==> config.mk <==
export PLATFORM = sky130hd
export DESIGN_NAME = ibex_bist_fault_manager
export DESIGN_NICKNAME = d
export VERILOG_FILES = /design/src/rtl/ibex_bist_fault_manager_pkg.sv /design/src/rtl/ibex_bist_fault_apb_regs.sv /design/src/rtl/ibex_bist_fault_manager.sv
export SDC_FILE = /design/constraint.sdc
export NUM_CORES = 1
export LEC_CHECK = 0
export ABC_AREA = 1
export ABC_CLOCK_PERIOD_IN_PS = 4059
export CORE_MARGIN = 4
export CORE_UTILIZATION = 45
export CTS_BUF_LIST = sky130_fd_sc_hd__clkbuf_8
export CTS_CLUSTER_SIZE = 8
export DETAILED_ROUTE_END_ITERATION = 8
export HOLD_SLACK_MARGIN = 0.05
export PLACE_DENSITY = 0.86
export SYNTH_ARGS = -nofsm -noshare
export SYNTH_HDL_FRONTEND = slang
export SYNTH_SLANG_ARGS = --single-unit
==> constraint.sdc <==
create_clock -name clk_i -period 4.06 [get_ports clk_i]
set_input_delay 1.015 -clock clk_i [delete_from_list [all_inputs] [get_ports clk_i]]
set_output_delay 1.015 -clock clk_i [all_outputs]
set_load 0.03 [all_outputs]
==> src/rtl/ibex_bist_fault_manager_pkg.sv <==
// Shared state encoding and register map for the ALU BIST fault manager.
package ibex_bist_fault_manager_pkg;

  typedef enum logic [1:0] {
    FM_IDLE    = 2'd0,
    FM_PENDING = 2'd1,
    FM_FATAL   = 2'd2
  } fm_state_e;

  localparam logic [3:0] FM_CTRL_OFFSET    = 4'h0;
  localparam logic [3:0] FM_STATUS_OFFSET  = 4'h4;
  localparam logic [3:0] FM_ERR_CNT_OFFSET = 4'h8;
  localparam logic [3:0] FM_TIMER_OFFSET   = 4'hC;

  localparam logic [1:0] FM_CTRL_RESET     = 2'b11;

endpackage

==> src/rtl/ibex_bist_fault_apb_regs.sv <==
// APB slave for the fault manager: CTRL storage, read mux and write strobes.
module ibex_bist_fault_apb_regs
  import ibex_bist_fault_manager_pkg::*;
#(
  parameter int unsigned CntWidth   = 8,
  parameter int unsigned TimerWidth = 10
) (
  input  logic                  clk_i,
  input  logic                  rst_ni,
  input  logic [31:0]           paddr_i,
  input  logic                  psel_i,
  input  logic                  penable_i,
  input  logic                  pwrite_i,
  input  logic [31:0]           pwdata_i,
  output logic [31:0]           prdata_o,
  output logic                  pready_o,
  output logic                  pslverr_o,
  input  logic                  pending_i,
  input  fm_state_e             state_i,
  input  logic [CntWidth-1:0]   cnt_i,
  input  logic [TimerWidth-1:0] timer_i,
  output logic                  irq_en_d_o,
  output logic                  esc_en_o,
  output logic                  w1c_o,
  output logic                  cnt_clr_o
);

  localparam logic [1:0] CtrlIdx   = FM_CTRL_OFFSET[3:2];
  localparam logic [1:0] StatusIdx = FM_STATUS_OFFSET[3:2];
  localparam logic [1:0] ErrCntIdx = FM_ERR_CNT_OFFSET[3:2];
  localparam logic [1:0] TimerIdx  = FM_TIMER_OFFSET[3:2];

  logic [1:0] ctrl_q, ctrl_d;
  logic       access;
  logic       wr_en;
  logic [1:0] word;
  logic       unused_bits;

  assign access      = psel_i & penable_i;
  assign wr_en       = access & pwrite_i;
  assign word        = paddr_i[3:2];
  assign unused_bits = ^{paddr_i[31:4], paddr_i[1:0], pwdata_i[31:2]};

  assign pready_o    = access;
  assign pslverr_o   = 1'b0;
  assign irq_en_d_o  = ctrl_d[0];
  assign esc_en_o    = ctrl_q[1];

  // Write decode: CTRL update plus single-cycle W1C and counter-clear strobes.
  always_comb begin
    ctrl_d    = ctrl_q;
    w1c_o     = 1'b0;
    cnt_clr_o = 1'b0;
    if (wr_en) begin
      if (word == CtrlIdx)   ctrl_d    = pwdata_i[1:0];
      if (word == StatusIdx) w1c_o     = pwdata_i[0];
      if (word == ErrCntIdx) cnt_clr_o = 1'b1;
    end
  end

  always_ff @(posedge clk_i or negedge rst_ni) begin
    if (!rst_ni) begin
      ctrl_q <= FM_CTRL_RESET;
    end else begin
      ctrl_q <= ctrl_d;
    end
  end

  // Read data is driven only during the access phase.
  always_comb begin
    prdata_o = 32'h0;
    if (access) begin
      case (word)
        CtrlIdx:   prdata_o = 32'(ctrl_q);
        StatusIdx: prdata_o = 32'({state_i, (state_i == FM_FATAL), pending_i});
        ErrCntIdx: prdata_o = 32'(cnt_i);
        TimerIdx:  prdata_o = 32'(timer_i);
        default:   prdata_o = 32'h0;
      endcase
    end
  end

endmodule

==> src/rtl/ibex_bist_fault_manager.sv <==
// Consumes ALU BIST error events, raises a maskable fault interrupt and
// escalates to a sticky fatal alert on ack timeout or error-count threshold.
module ibex_bist_fault_manager
  import ibex_bist_fault_manager_pkg::*;
#(
  parameter int unsigned TimeoutCycles = 1024,
  parameter int unsigned CntWidth      = 8,
  parameter int unsigned EscThreshold  = 4
) (
  input  logic        clk_i,
  input  logic        rst_ni,
  input  logic        bist_error_irq_i,
  input  logic [31:0] paddr_i,
  input  logic        psel_i,
  input  logic        penable_i,
  input  logic        pwrite_i,
  input  logic [31:0] pwdata_i,
  output logic [31:0] prdata_o,
  output logic        pready_o,
  output logic        pslverr_o,
  output logic        fault_irq_o,
  output logic        fatal_alert_o,
  output logic        core_halt_req_o
);

  localparam int unsigned           TimerWidth = $clog2(TimeoutCycles);
  localparam logic [TimerWidth-1:0] TimerLoad  = TimerWidth'(TimeoutCycles - 1);
  localparam logic [CntWidth-1:0]   CntThresh  = CntWidth'(EscThreshold);

  fm_state_e             state_q, state_d;
  logic [TimerWidth-1:0] timer_q, timer_d;
  logic [CntWidth-1:0]   cnt_q, cnt_d;
  logic                  err_q, err_d;
  logic                  pending_q, pending_d;
  logic                  fault_irq_q, fault_irq_d;
  logic                  fatal_q, fatal_d;
  logic                  ev;
  logic                  thresh_hit;
  logic                  timeout_hit;
  logic                  irq_en_d;
  logic                  esc_en;
  logic                  w1c;
  logic                  cnt_clr;

  ibex_bist_fault_apb_regs #(
    .CntWidth  (CntWidth),
    .TimerWidth(TimerWidth)
  ) u_regs (
    .clk_i     (clk_i),
    .rst_ni    (rst_ni),
    .paddr_i   (paddr_i),
    .psel_i    (psel_i),
    .penable_i (penable_i),
    .pwrite_i  (pwrite_i),
    .pwdata_i  (pwdata_i),
    .prdata_o  (prdata_o),
    .pready_o  (pready_o),
    .pslverr_o (pslverr_o),
    .pending_i (pending_q),
    .state_i   (state_q),
    .cnt_i     (cnt_q),
    .timer_i   (timer_q),
    .irq_en_d_o(irq_en_d),
    .esc_en_o  (esc_en),
    .w1c_o     (w1c),
    .cnt_clr_o (cnt_clr)
  );

  always_comb begin
    err_d       = bist_error_irq_i;
    ev          = bist_error_irq_i & ~err_q;
    thresh_hit  = esc_en & (cnt_q >= CntThresh);
    timeout_hit = esc_en & (timer_q == '0);

    // A clear coinciding with an event leaves exactly that one event counted.
    cnt_d = cnt_q;
    if (cnt_clr) begin
      cnt_d = CntWidth'(ev);
    end else if (ev && (cnt_q != '1)) begin
      cnt_d = cnt_q + CntWidth'(1);
    end

    // Set wins over W1C; pending is independent of the FSM state.
    pending_d = pending_q;
    if (ev) begin
      pending_d = 1'b1;
    end else if (w1c) begin
      pending_d = 1'b0;
    end

    state_d = state_q;
    timer_d = timer_q;
    case (state_q)
      FM_IDLE: begin
        if (thresh_hit) begin
          state_d = FM_FATAL;
        end else if (ev) begin
          state_d = FM_PENDING;
          timer_d = TimerLoad;
        end
      end
      FM_PENDING: begin
        if (thresh_hit || timeout_hit) begin
          state_d = FM_FATAL;
          timer_d = '0;
        end else if (ev) begin
          timer_d = TimerLoad;
        end else if (w1c) begin
          state_d = FM_IDLE;
          timer_d = '0;
        end else if (timer_q != '0) begin
          timer_d = timer_q - TimerWidth'(1);
        end
      end
      FM_FATAL: begin
        timer_d = '0;
      end
      default: begin
        state_d = FM_IDLE;
        timer_d = '0;
      end
    endcase

    fault_irq_d = irq_en_d & pending_d;
    fatal_d     = (state_d == FM_FATAL);
  end

  always_ff @(posedge clk_i or negedge rst_ni) begin
    if (!rst_ni) begin
      state_q     <= FM_IDLE;
      timer_q     <= '0;
      cnt_q       <= '0;
      err_q       <= 1'b0;
      pending_q   <= 1'b0;
      fault_irq_q <= 1'b0;
      fatal_q     <= 1'b0;
    end else begin
      state_q     <= state_d;
      timer_q     <= timer_d;
      cnt_q       <= cnt_d;
      err_q       <= err_d;
      pending_q   <= pending_d;
      fault_irq_q <= fault_irq_d;
      fatal_q     <= fatal_d;
    end
  end

  assign fault_irq_o     = fault_irq_q;
  assign fatal_alert_o   = fatal_q;
  assign core_halt_req_o = fatal_q;

endmodule

; ---- After elaboration in Yosys (flattened, before gate mapping)
; Cells that the tools add are included.
[classes]
addsub = 2
magnitude_cmp = 1
eq_ne = 10
mux = 25
n_bitwise = 7
n_reduce_logical = 9
[ops]
columns = operator, count
row1 = $pmux 32 s4, 1
row2 = $mux 10, 6
row3 = $mux 32, 1
row4 = $pmux 10 s2, 1
row5 = $mux 8, 2
row6 = $logic_not 10->1, 1
row7 = $mux 2, 5
row8 = $reduce_bool 10->1, 1
row9 = $sub 10x1->10 const B, 1
row10 = $add 8x1->8 const B, 1
row11 = $eq 2x2->1 const B, 4
row12 = $ge 8x3->1 const B, 1
row13 = $mux 1, 8
row14 = $ne 8x8->1 const B, 1
row15 = $and 1x1->1, 6
row16 = $pmux 2 s3, 1
row17 = $ne 5x4->1 const B, 1
row18 = $eq 2x1->1 const B, 2
row19 = $logic_not 2->1, 2
row20 = $ne 2x2->1 const B, 2
row21 = $reduce_and 3->1, 1
row22 = $reduce_and 2->1, 1
row23 = $reduce_bool 2->1, 1
row24 = $logic_and 1x1->1, 1
row25 = 2 further kinds, 2
[totals]
reg_bits = 26
in_bits = 70
output_inout_bits = 37
elab_cells = 63

; ---- Depth between registers and ports, before layout
; Gate-level depths: netlist of run 1.
[logic_depth]
ltp_word = 8
mapped_depth = 12
mapped_depth_nobuf = 12

; ---- Hierarchy
; A second synthesis of run 1 with hierarchy kept.
[hier_totals]
cells_unflattened = 307
hier_area_um2 = 2092.0
[by_module_without_submodules]
columns = module, n_inst, cells_each, area_each_um2, seq_area_each_um2
row1 = ibex_bist_fault_manager, 1, 208, 1525.2, 600.6
row2 = ibex_bist_fault_apb_regs, 1, 99, 566.8, 52.6

; ---- Least setup slack after synthesis of run 1
; OpenSTA, ideal clock, no wires.
[synth_timing]
path_type = input port to output port
from = input port paddr_i[2]
to = output port prdata_o[0]
t_arrival_ns = 1.900
required_ns = 3.045
setup_slack_ns = 1.145
path_stages = 5
path_buffers = 0
cell_sequence = inv_2 nand2_2 inv_1 nand2_1 a41oi_1
[synth_between]
elab_chain_len = 3
word_cells_on_any_way = 6
cone_classes = eq/ne (3) / mux (2) / reduce/logical (1)
[synth_lines]
columns = item, line
row1 = from (decl), ibex_bist_fault_manager.sv:13  ; input logic [31:0] paddr_i,
row2 = "$eq 2x2->1, or another cell as far along", ibex_bist_fault_apb_regs.sv:73  ; case (word)
row3 = $pmux 32 s4 (*), ibex_bist_fault_apb_regs.sv:73
row4 = $mux 32 (*), ibex_bist_fault_apb_regs.sv:72  ; if (access) begin
row5 = to (decl), ibex_bist_fault_manager.sv:18  ; output logic [31:0] prdata_o,
; Every way passes the cells marked *; elsewhere a longest branch is shown, timed or not. The select of a mux whose other input is x is not followed.

; ---- Worst setup path after layout of run 1
[layout_timing]
from = input port paddr_i[3]
to = output port prdata_o[1]
; Same word-level chain as after synthesis.

==> results of run 1 <==
## placed cells by master (no fill, tap or decap), types with 3 or more instances in the layout
cell type and count:
sky130_fd_sc_hd__nor2_1 24, sky130_fd_sc_hd__xor2_1 4, sky130_fd_sc_hd__inv_2 3, sky130_fd_sc_hd__o21ai_0 14, sky130_fd_sc_hd__nand4_1 4, sky130_fd_sc_hd__ha_1 3
sky130_fd_sc_hd__clkbuf_8 4, sky130_fd_sc_hd__a21oi_1 6, sky130_fd_sc_hd__dlymetal6s2s_1 4, sky130_fd_sc_hd__nand2_2 8, sky130_fd_sc_hd__nand2_1 85, sky130_fd_sc_hd__nor2_2 3
sky130_fd_sc_hd__inv_1 40, sky130_fd_sc_hd__dfrtp_1 24, sky130_fd_sc_hd__conb_1 23, sky130_fd_sc_hd__nor3_1 5, sky130_fd_sc_hd__nor2_4 6, sky130_fd_sc_hd__clkdlybuf4s50_1 18
sky130_fd_sc_hd__nand3_1 25
## metal layers
metal / track usage / wire length (um) / share of wire / up-vias
li1: - / - / - / 958
met1: 0.233 / 2210 / 0.44 / 937
met2: 0.300 / 2380 / 0.48 / 99
met3: 0.0307 / 348 / 0.070 / 6
met4: 0.0562 / 53 / 0.011 / 0
met5: 0 / 0 / 0 / -
## power by group
group | total (mW) | internal, mW | switching, mW | leakage [nW]
combinational | 0.649 | 0.218 | 0.430 | 0.921
sequential | 0.471 | 0.355 | 0.116 | 0.305
clock | 0.171 | 0.0869 | 0.0843 | 0.0288
## registers in the layout, indices dropped and copies added, names as in the netlist
register and flops:
err_q 1, pending_q 1, fault_irq_o 1, timer_q 10, cnt_q 8, state_q 2
core_halt_req_o 1, u_regs.ctrl_q 2
## per-stage QoR
| step | instances | worst slack, ns | power (mW) | utilization | cell area [um^2] |
|---|---|---|---|---|---|
| floorplan | 328 | 1.15 | 0.968 | - | 2200 |
| global placement | 376 | 0.107 | 1.09 | 0.515 | 2290 |
| detailed placement | 376 | 0.0522 | 1.11 | 0.515 | 2290 |
| CTS | 380 | 0.0451 | 1.29 | 0.527 | 2340 |
| global route | 380 | 0.0593 | 1.41 | 0.530 | 2350 |
| finish | 380 | 0.149 | 1.29 | 0.530 | 2350 |
## final cells by class
| cell class | instances | share of cell area |
|---|---|---|
| Inverter | 43 | 0.0686 |
| Multi-Input combinational cell | 231 | 0.499 |
| Timing Repair Buffer | 24 | 0.104 |
| Tap cell | 52 | 0.0276 |
| Clock buffer | 4 | 0.0234 |
| Sequential cell | 26 | 0.278 |
## synth_stat cells (3+ instances only)
cell type                 count
sky130_fd_sc_hd__nand2_1     85
sky130_fd_sc_hd__inv_1       40
sky130_fd_sc_hd__buf_4       25
sky130_fd_sc_hd__nand3_1     25
sky130_fd_sc_hd__dfrtp_1     24
sky130_fd_sc_hd__nor2_1      24
sky130_fd_sc_hd__o21ai_0     14
sky130_fd_sc_hd__nand2_2      8
sky130_fd_sc_hd__a21oi_1      6
sky130_fd_sc_hd__nor2_4       6
sky130_fd_sc_hd__nor3_1       5
sky130_fd_sc_hd__nand4_1      4
sky130_fd_sc_hd__xor2_1       4
sky130_fd_sc_hd__ha_1         3
sky130_fd_sc_hd__inv_2        3
sky130_fd_sc_hd__nor2_2       3
## worst paths after layout
kind,start,to,slack [ns],cells after the start
max in group asynchronous,rst_ni,u_regs.ctrl_q[1]$_DFFE_PN1P_,2.66,2
worst min-delay path,pending_q$_DFF_PN0_,pending_q$_DFF_PN0_,0.50,2
worst max register to register,err_q$_DFF_PN0_,timer_q[5]$_DFFE_PN0P_,2.04,6
worst min register to register,pending_q$_DFF_PN0_,pending_q$_DFF_PN0_,0.50,2
min in group asynchronous,rst_ni,fault_irq_o$_DFF_PN0_,1.10,2
worst max-delay path,paddr_i[3],prdata_o[1],0.15,7
## worst min-delay path: stages, from the launching register on
cell	delay, ns
sky130_fd_sc_hd__dfrtp_1	0.35
sky130_fd_sc_hd__nand2_1	0.05
sky130_fd_sc_hd__nand2_1	0.06
## repair_timing
| action | CTS | global route |
|---|---|---|
| hold endpoints to repair | 0 | 0 |
| endpoints found under the setup margin | 0 | 4 |
| hold buffers | 0 | 0 |
| resized for setup | 0 | 4 |
## kinds of logic after synthesis
family                     count (synthesis)  synth area share
other                                      1           0.00177
AOI/OAI and AO/OA                         32            0.0928
DFF                                       26             0.309
muxes                                      2            0.0106
and+or+nand+nor                          167             0.376
buffers and inverters                     71             0.176
adders and majority gates                  3            0.0177
xor gates and xnor gates                   4            0.0166
==> results_tabular.tex, run 1 <==
\begin{tabular}{lr}
\hline
Metric & Value \\
\hline
\multicolumn{2}{l}{\textbf{Synth}} \\
Cells taking the most area after synthesis & sky130\_fd\_sc\_hd\_\_dfrtp\_1 (28\%), sky130\_fd\_sc\_hd\_\_nand2\_1 (15\%), sky130\_fd\_sc\_hd\_\_buf\_4 (8.9\%), sky130\_fd\_sc\_hd\_\_inv\_1 (7.1\%), sky130\_fd\_sc\_hd\_\_nand3\_1 (5.9\%) \\
Number of flops mapped to enable cells by yosys & 0 \\
Most used flip-flop cell after synthesis & sky130\_fd\_sc\_hd\_\_dfrtp\_1 \\
Gate count of the mapped netlist & 306 \\
Area leader, netlist & sky130\_fd\_sc\_hd\_\_dfrtp\_1 \\
Synthesis-stage register bit count & 26 \\
Synthesized area per cell & 6.91 um\^{}2 \\
Seq/Total Area, Yosys & 0.309 \\
Post-synthesis async set-or-reset flop share & 1.00 \\
Post-synth cell types & 36 \\
Area share of the largest cell type after synthesis & 0.284 \\
Synthesized cell area & 2120 um\^{}2 \\
Yosys warns & 0 \\
\multicolumn{2}{l}{\textbf{Critical path}} \\
Worst setup EP type & primary output \\
Worst setup path category & input pin to primary output \\
Data arrival at the endpoint of the critical path & 2.90 ns \\
Slowest cell on the critical path & sky130\_fd\_sc\_hd\_\_clkdlybuf4s50\_1 \\
Worst Setup Start Kind & input pin \\
CP Cell Sequence & clkdlybuf4s50\_1 -> nor2\_4 -> nand2\_1 -> o22ai\_1 -> o31ai\_1 -> nor2\_1 -> clkdlybuf4s50\_1 \\
Biggest cell delay along the critical path & 0.68 ns \\
Data required, critical path & 3.04 ns \\
Most repeated library cell on the critical path & sky130\_fd\_sc\_hd\_\_clkdlybuf4s50\_1 \\
Critical path's top delay family & buffers and inverters \\
Buffers plus inverters on the worst setup path & 2 \\
Maximum fanout along the worst path & 7 \\
\multicolumn{2}{l}{\textbf{Cells and area}} \\
Total inserted antenna cells & 0 \\
Ratio of cells with drive above 1 in the final layout & 0.113 \\
Multi-input combinational cell area & 1170 um\^{}2 \\
Layout overhead on the synthesized area & 11.2\% \\
Net count reported at finish & 402 \\
Area of all sequential standard cells & 653 um\^{}2 \\
Fillers & 436 \\
\multicolumn{2}{l}{\textbf{Min path}} \\
Type of the tightest min-delay check & register to register \\
\multicolumn{2}{l}{\textbf{Drt}} \\
First DRT Iteration DRCs & 266 \\
Wirelength, routed & 4.99 mm \\
First-pass detailed-route iteration total & 5 \\
Count of vias placed by the detailed router & 2,000 \\
Count of unresolved DRC violations after routing & 0 \\
Wire per inst & 13.1 um \\
Via-per-instance ratio & 5.26 \\
Number of antenna-violating nets in the routed design & 0 \\
\multicolumn{2}{l}{\textbf{Timing}} \\
Max Clock Freq & 0.256 GHz \\
Post-route worst hold slack & 0.495 ns \\
Final cycle utilization of the critical path & 0.963 \\
Setup repair after global routing missed its margin & no \\
Final TNS setup & 0 ns \\
Clock period minus worst slack & 3.91 ns \\
Number of pins exceeding their max-slew limit in the final report & 0 \\
Actual slew at the worst max-slew pin & 1.05 ns \\
Worst Skew & 0.00671 ns \\
Final hold violations & 0 \\
Final setup fails & 0 \\
Worst slew margin & 0.298 \\
\multicolumn{2}{l}{\textbf{GRT}} \\
Initial antenna violation count & 0 \\
Grt total ovfl & 0 \\
Via count of the first global-routing pass & 1,874 \\
Maximum number of pins on one net before global-route repair & 27 \\
Wire length of the first global-routing pass & 8.75 mm \\
Global-route usage over all layers & 0.179 \\
\multicolumn{2}{l}{\textbf{Power}} \\
Max VDD drop & 0.000264 V \\
Pwr Density & 548 nW/um\^{}2 \\
Pleak & 1.26 nW \\
\multicolumn{2}{l}{\textbf{Place}} \\
Gp weighted congestion & 0.943 \\
Buffers on Ports & 23 \\
Dpl hpwl & 3.79 mm \\
\multicolumn{2}{l}{\textbf{Clock tree}} \\
Clock latency of the later-clocked register in the worst-skew pair & 0.28 ns \\
Sinks on Clock Net & 26 \\
Clock Root Buffer & sky130\_fd\_sc\_hd\_\_clkbuf\_8 \\
Setup fix buffers added after clock tree synthesis & 0 \\
Clock H-tree levels & 1 \\
Clock-pin slew on the worst setup and hold paths & 0.09 ns \\
TritonCTS clock tree & built \\
Number of buffers inserted during clock tree synthesis & 3 \\
CTS max path bufs & 2 \\
\multicolumn{2}{l}{\textbf{Job}} \\
Max Cap Violations & 0 \\
\multicolumn{2}{l}{\textbf{Floorplan}} \\
Die Footprint & 5860 um\^{}2 \\
Initial Utilization & 0.476 \\
Total I/O pin count & 107 \\
Die height & 76.6 um \\
Die Span X & 76.6 um \\
Std cell rows & 24 \\
Core outline area & 4440 um\^{}2 \\
\multicolumn{2}{l}{\textbf{Outcome}} \\
Run status & finished, final reports clean \\
\hline
\end{tabular}
Note: power is estimated with default switching activity, not from simulation.
==> inputs of run 2 (changes only) <==
- ABC_CLOCK_PERIOD_IN_PS: 4059 -> 4850
- clock period: 4.06 -> 4.85 ns (I/O delays scaled with it)
==> run 2 against run 1 <==
Compared with the run above: clock power is 9% higher; global-route usage is 0.58 points lower; sequential share of layout area is 0.10 points lower; count of clock-buffer cells in the layout is 1 lower; setup slack better by 0.18 ns; highest routed layer unchanged.
==> results_tabular.tex, run 2 (synthesized netlist as in run 1, its figures left out) <==
\begin{tabular}{lr}
\hline
Metric & Value \\
\hline
\multicolumn{2}{l}{\textbf{Outcome}} \\
Run status & finished, final reports clean (unchanged) \\
\multicolumn{2}{l}{\textbf{Clock tree}} \\
CTS max path bufs & 2 (unchanged) \\
TritonCTS clock tree & built (unchanged) \\
Clock Root Buffer & sky130\_fd\_sc\_hd\_\_clkbuf\_8 (unchanged) \\
Number of buffers inserted during clock tree synthesis & 3 (unchanged) \\
Setup fix buffers added after clock tree synthesis & 0 (unchanged) \\
Clock H-tree levels & 1 (unchanged) \\
Hold Buf Count CTS & 0 (unchanged) \\
Sinks on Clock Net & 26 (unchanged) \\
Clock-pin slew on the worst setup and hold paths & 0.09 ns (about the same) \\
Cts repair resizes & 0 (unchanged) \\
Clock latency of the later-clocked register in the worst-skew pair & 0.28 ns (about the same) \\
\multicolumn{2}{l}{\textbf{Timing}} \\
Number of pins exceeding their max-slew limit in the final report & 0 (unchanged) \\
Max Clock Freq & 0.221 GHz \\
Setup repair after global routing missed its margin & no (unchanged) \\
Final cycle utilization of the critical path & 0.931 \\
Final TNS setup & 0 ns (unchanged) \\
Worst Skew & 0.0138 ns (was 0.00671 ns) \\
Actual slew at the worst max-slew pin & 1.08 ns (was 1.05 ns) \\
Clock period minus worst slack & 4.52 ns \\
Worst slew margin & 0.277 (was 0.298) \\
Final setup fails & 0 (unchanged) \\
Final hold violations & 0 (unchanged) \\
\multicolumn{2}{l}{\textbf{Cells and area}} \\
Registers with the highest flip-flop counts & timer\_q x10, cnt\_q x8 (unchanged) \\
Most used cells in the layout excluding fill and tap cells & sky130\_fd\_sc\_hd\_\_nand2\_1 (85), sky130\_fd\_sc\_hd\_\_inv\_1 (40), sky130\_fd\_sc\_hd\_\_nand3\_1 (25) (unchanged) \\
Most common library cell in the layout ignoring fill and taps & sky130\_fd\_sc\_hd\_\_nand2\_1 (unchanged) \\
Net count reported at finish & 402 (unchanged) \\
Max FFs per register & 10 (unchanged) \\
Register ranked first by flip-flop count & timer\_q (unchanged) \\
Total inserted antenna cells & 0 (unchanged) \\
Final Non-Filler Cells & 380 (unchanged) \\
Final Core Density & 0.532 (was 0.530) \\
Layout overhead on the synthesized area & 11.7\% (was 11.2\%) \\
Ratio of cells with drive above 1 in the final layout & 0.110 (was 0.113) \\
\multicolumn{2}{l}{\textbf{Critical path}} \\
Worst setup EP type & primary output (unchanged) \\
Data arrival at the endpoint of the critical path & 3.30 ns (was 2.90 ns) \\
Maximum fanout along the worst path & 7 (unchanged) \\
Beginning of the critical path & paddr\_i[3] (unchanged) \\
Worst setup path category & input pin to primary output (unchanged) \\
Worst Setup Start Kind & input pin (unchanged) \\
Worst reg2reg path startpoint & err\_q\$\_DFF\_PN0\_ (unchanged) \\
Register-to-Register Setup Slack & 2.79 ns (was 2.04 ns) \\
Data required, critical path & 3.64 ns (was 3.04 ns) \\
\multicolumn{2}{l}{\textbf{Min path}} \\
Type of the tightest min-delay check & register to register (unchanged) \\
HP Start & pending\_q\$\_DFF\_PN0\_ (unchanged) \\
\multicolumn{2}{l}{\textbf{Drt}} \\
First-pass detailed-route iteration total & 5 (unchanged) \\
Count of vias placed by the detailed router & 1,994 (was 2,000) \\
Number of antenna-violating nets in the routed design & 0 (unchanged) \\
Count of unresolved DRC violations after routing & 0 (unchanged) \\
Via-per-instance ratio & 5.25 (was 5.26) \\
Wirelength, routed & 5.09 mm (was 4.99 mm) \\
First DRT Iteration DRCs & 221 (was 266) \\
Wire per inst & 13.4 um (was 13.1 um) \\
\multicolumn{2}{l}{\textbf{GRT}} \\
Maximum number of pins on one net before global-route repair & 27 (unchanged) \\
Via count of the first global-routing pass & 1,804 (was 1,874) \\
Initial antenna violation count & 0 (unchanged) \\
Wire length of the first global-routing pass & 8.34 mm (was 8.75 mm) \\
Grt total ovfl & 0 (unchanged) \\
Global-route usage over all layers & 0.173 (was 0.179) \\
\multicolumn{2}{l}{\textbf{Place}} \\
Post-Place Cells & 376 (unchanged) \\
Dpl hpwl & 3.83 mm (was 3.79 mm) \\
Buffers on Ports & 23 (unchanged) \\
Gp weighted congestion & 0.940 (was 0.943) \\
\multicolumn{2}{l}{\textbf{Floorplan}} \\
Initial Utilization & 0.476 (unchanged) \\
Total I/O pin count & 107 (unchanged) \\
Std cell rows & 24 (unchanged) \\
Die Footprint & 5860 um\^{}2 (unchanged) \\
Core outline area & 4440 um\^{}2 (unchanged) \\
Die height & 76.6 um (unchanged) \\
Die Span X & 76.6 um (unchanged) \\
\multicolumn{2}{l}{\textbf{Power}} \\
Pwr Density & 479 nW/um\^{}2 (was 548 nW/um\^{}2) \\
Max VDD drop & 0.000315 V (was 0.000264 V) \\
Pleak & 1.19 nW (was 1.26 nW) \\
Overall power of the completed layout & 1.13 mW (was 1.29 mW) \\
\multicolumn{2}{l}{\textbf{Job}} \\
Max Cap Violations & 0 (unchanged) \\
\hline
\end{tabular}
run 2: changes by cell type in the layout (fill, tap and decap cells not counted), sizes merged:
cell	previous run	this run
clkdlybuf4s50	18	23
bufinv	0	1
clkbuf	4	3
dlymetal6s2s	4	0
buf	2	1
run 2: cell type report:
type                       count  area, um^2
tap                           52        65.1
timing repair buffer          24         238
clock inverter                 1        30.0
sequential                    26         653
multi-input combinational    231        1170
clock buffer                   3        41.3
fill                         428        2080
inverter                      43         161
run 2: path summary, 6_finish.rpt:
| path | endpoint | depth (start not counted) |
|---|---|---|
| setup reg to reg | cnt_q[4]$_DFFE_PN0P_ | 6 |
| hold reg to reg | pending_q$_DFF_PN0_ | 2 |
| min in group asynchronous | timer_q[0]$_DFFE_PN0P_ | 2 |
| setup / recovery | prdata_o[0] | 6 |
| max in group asynchronous | u_regs.ctrl_q[1]$_DFFE_PN1P_ | 2 |
| hold / removal | pending_q$_DFF_PN0_ | 2 |
run 2: metrics by stage:
stage	area, um^2	hold slack, ns	setup slack, ns
floorplan	2200	0.455	1.54
global placement	2290	0.472	0.364
detailed placement	2290	0.490	0.356
CTS	2360	0.512	0.335
global route	2360	0.546	0.218
finish	2360	0.504	0.333
run 2: layer usage:
metal	vias up	global-route usage	routed length, um
met2	88	0.284	2450
met1	935	0.229	2180
met5	-	0	0
li1	959	-	-
met4	0	0.0652	97
met3	12	0.0248	369
run 2: worst max-delay path, stage by stage:
cell,delay (ns)
sky130_fd_sc_hd__clkdlybuf4s50_1,0.64
sky130_fd_sc_hd__nand2_1,0.20
sky130_fd_sc_hd__inv_1,0.19
sky130_fd_sc_hd__nand2_1,0.10
sky130_fd_sc_hd__a41oi_1,0.24
sky130_fd_sc_hd__clkdlybuf4s50_1,0.71
run 2: where the power goes:
group / switching [mW] / total [mW] / internal [mW]
combinational: 0.368 / 0.552 / 0.184
sequential: 0.0953 / 0.393 / 0.297
clock: 0.0765 / 0.187 / 0.111
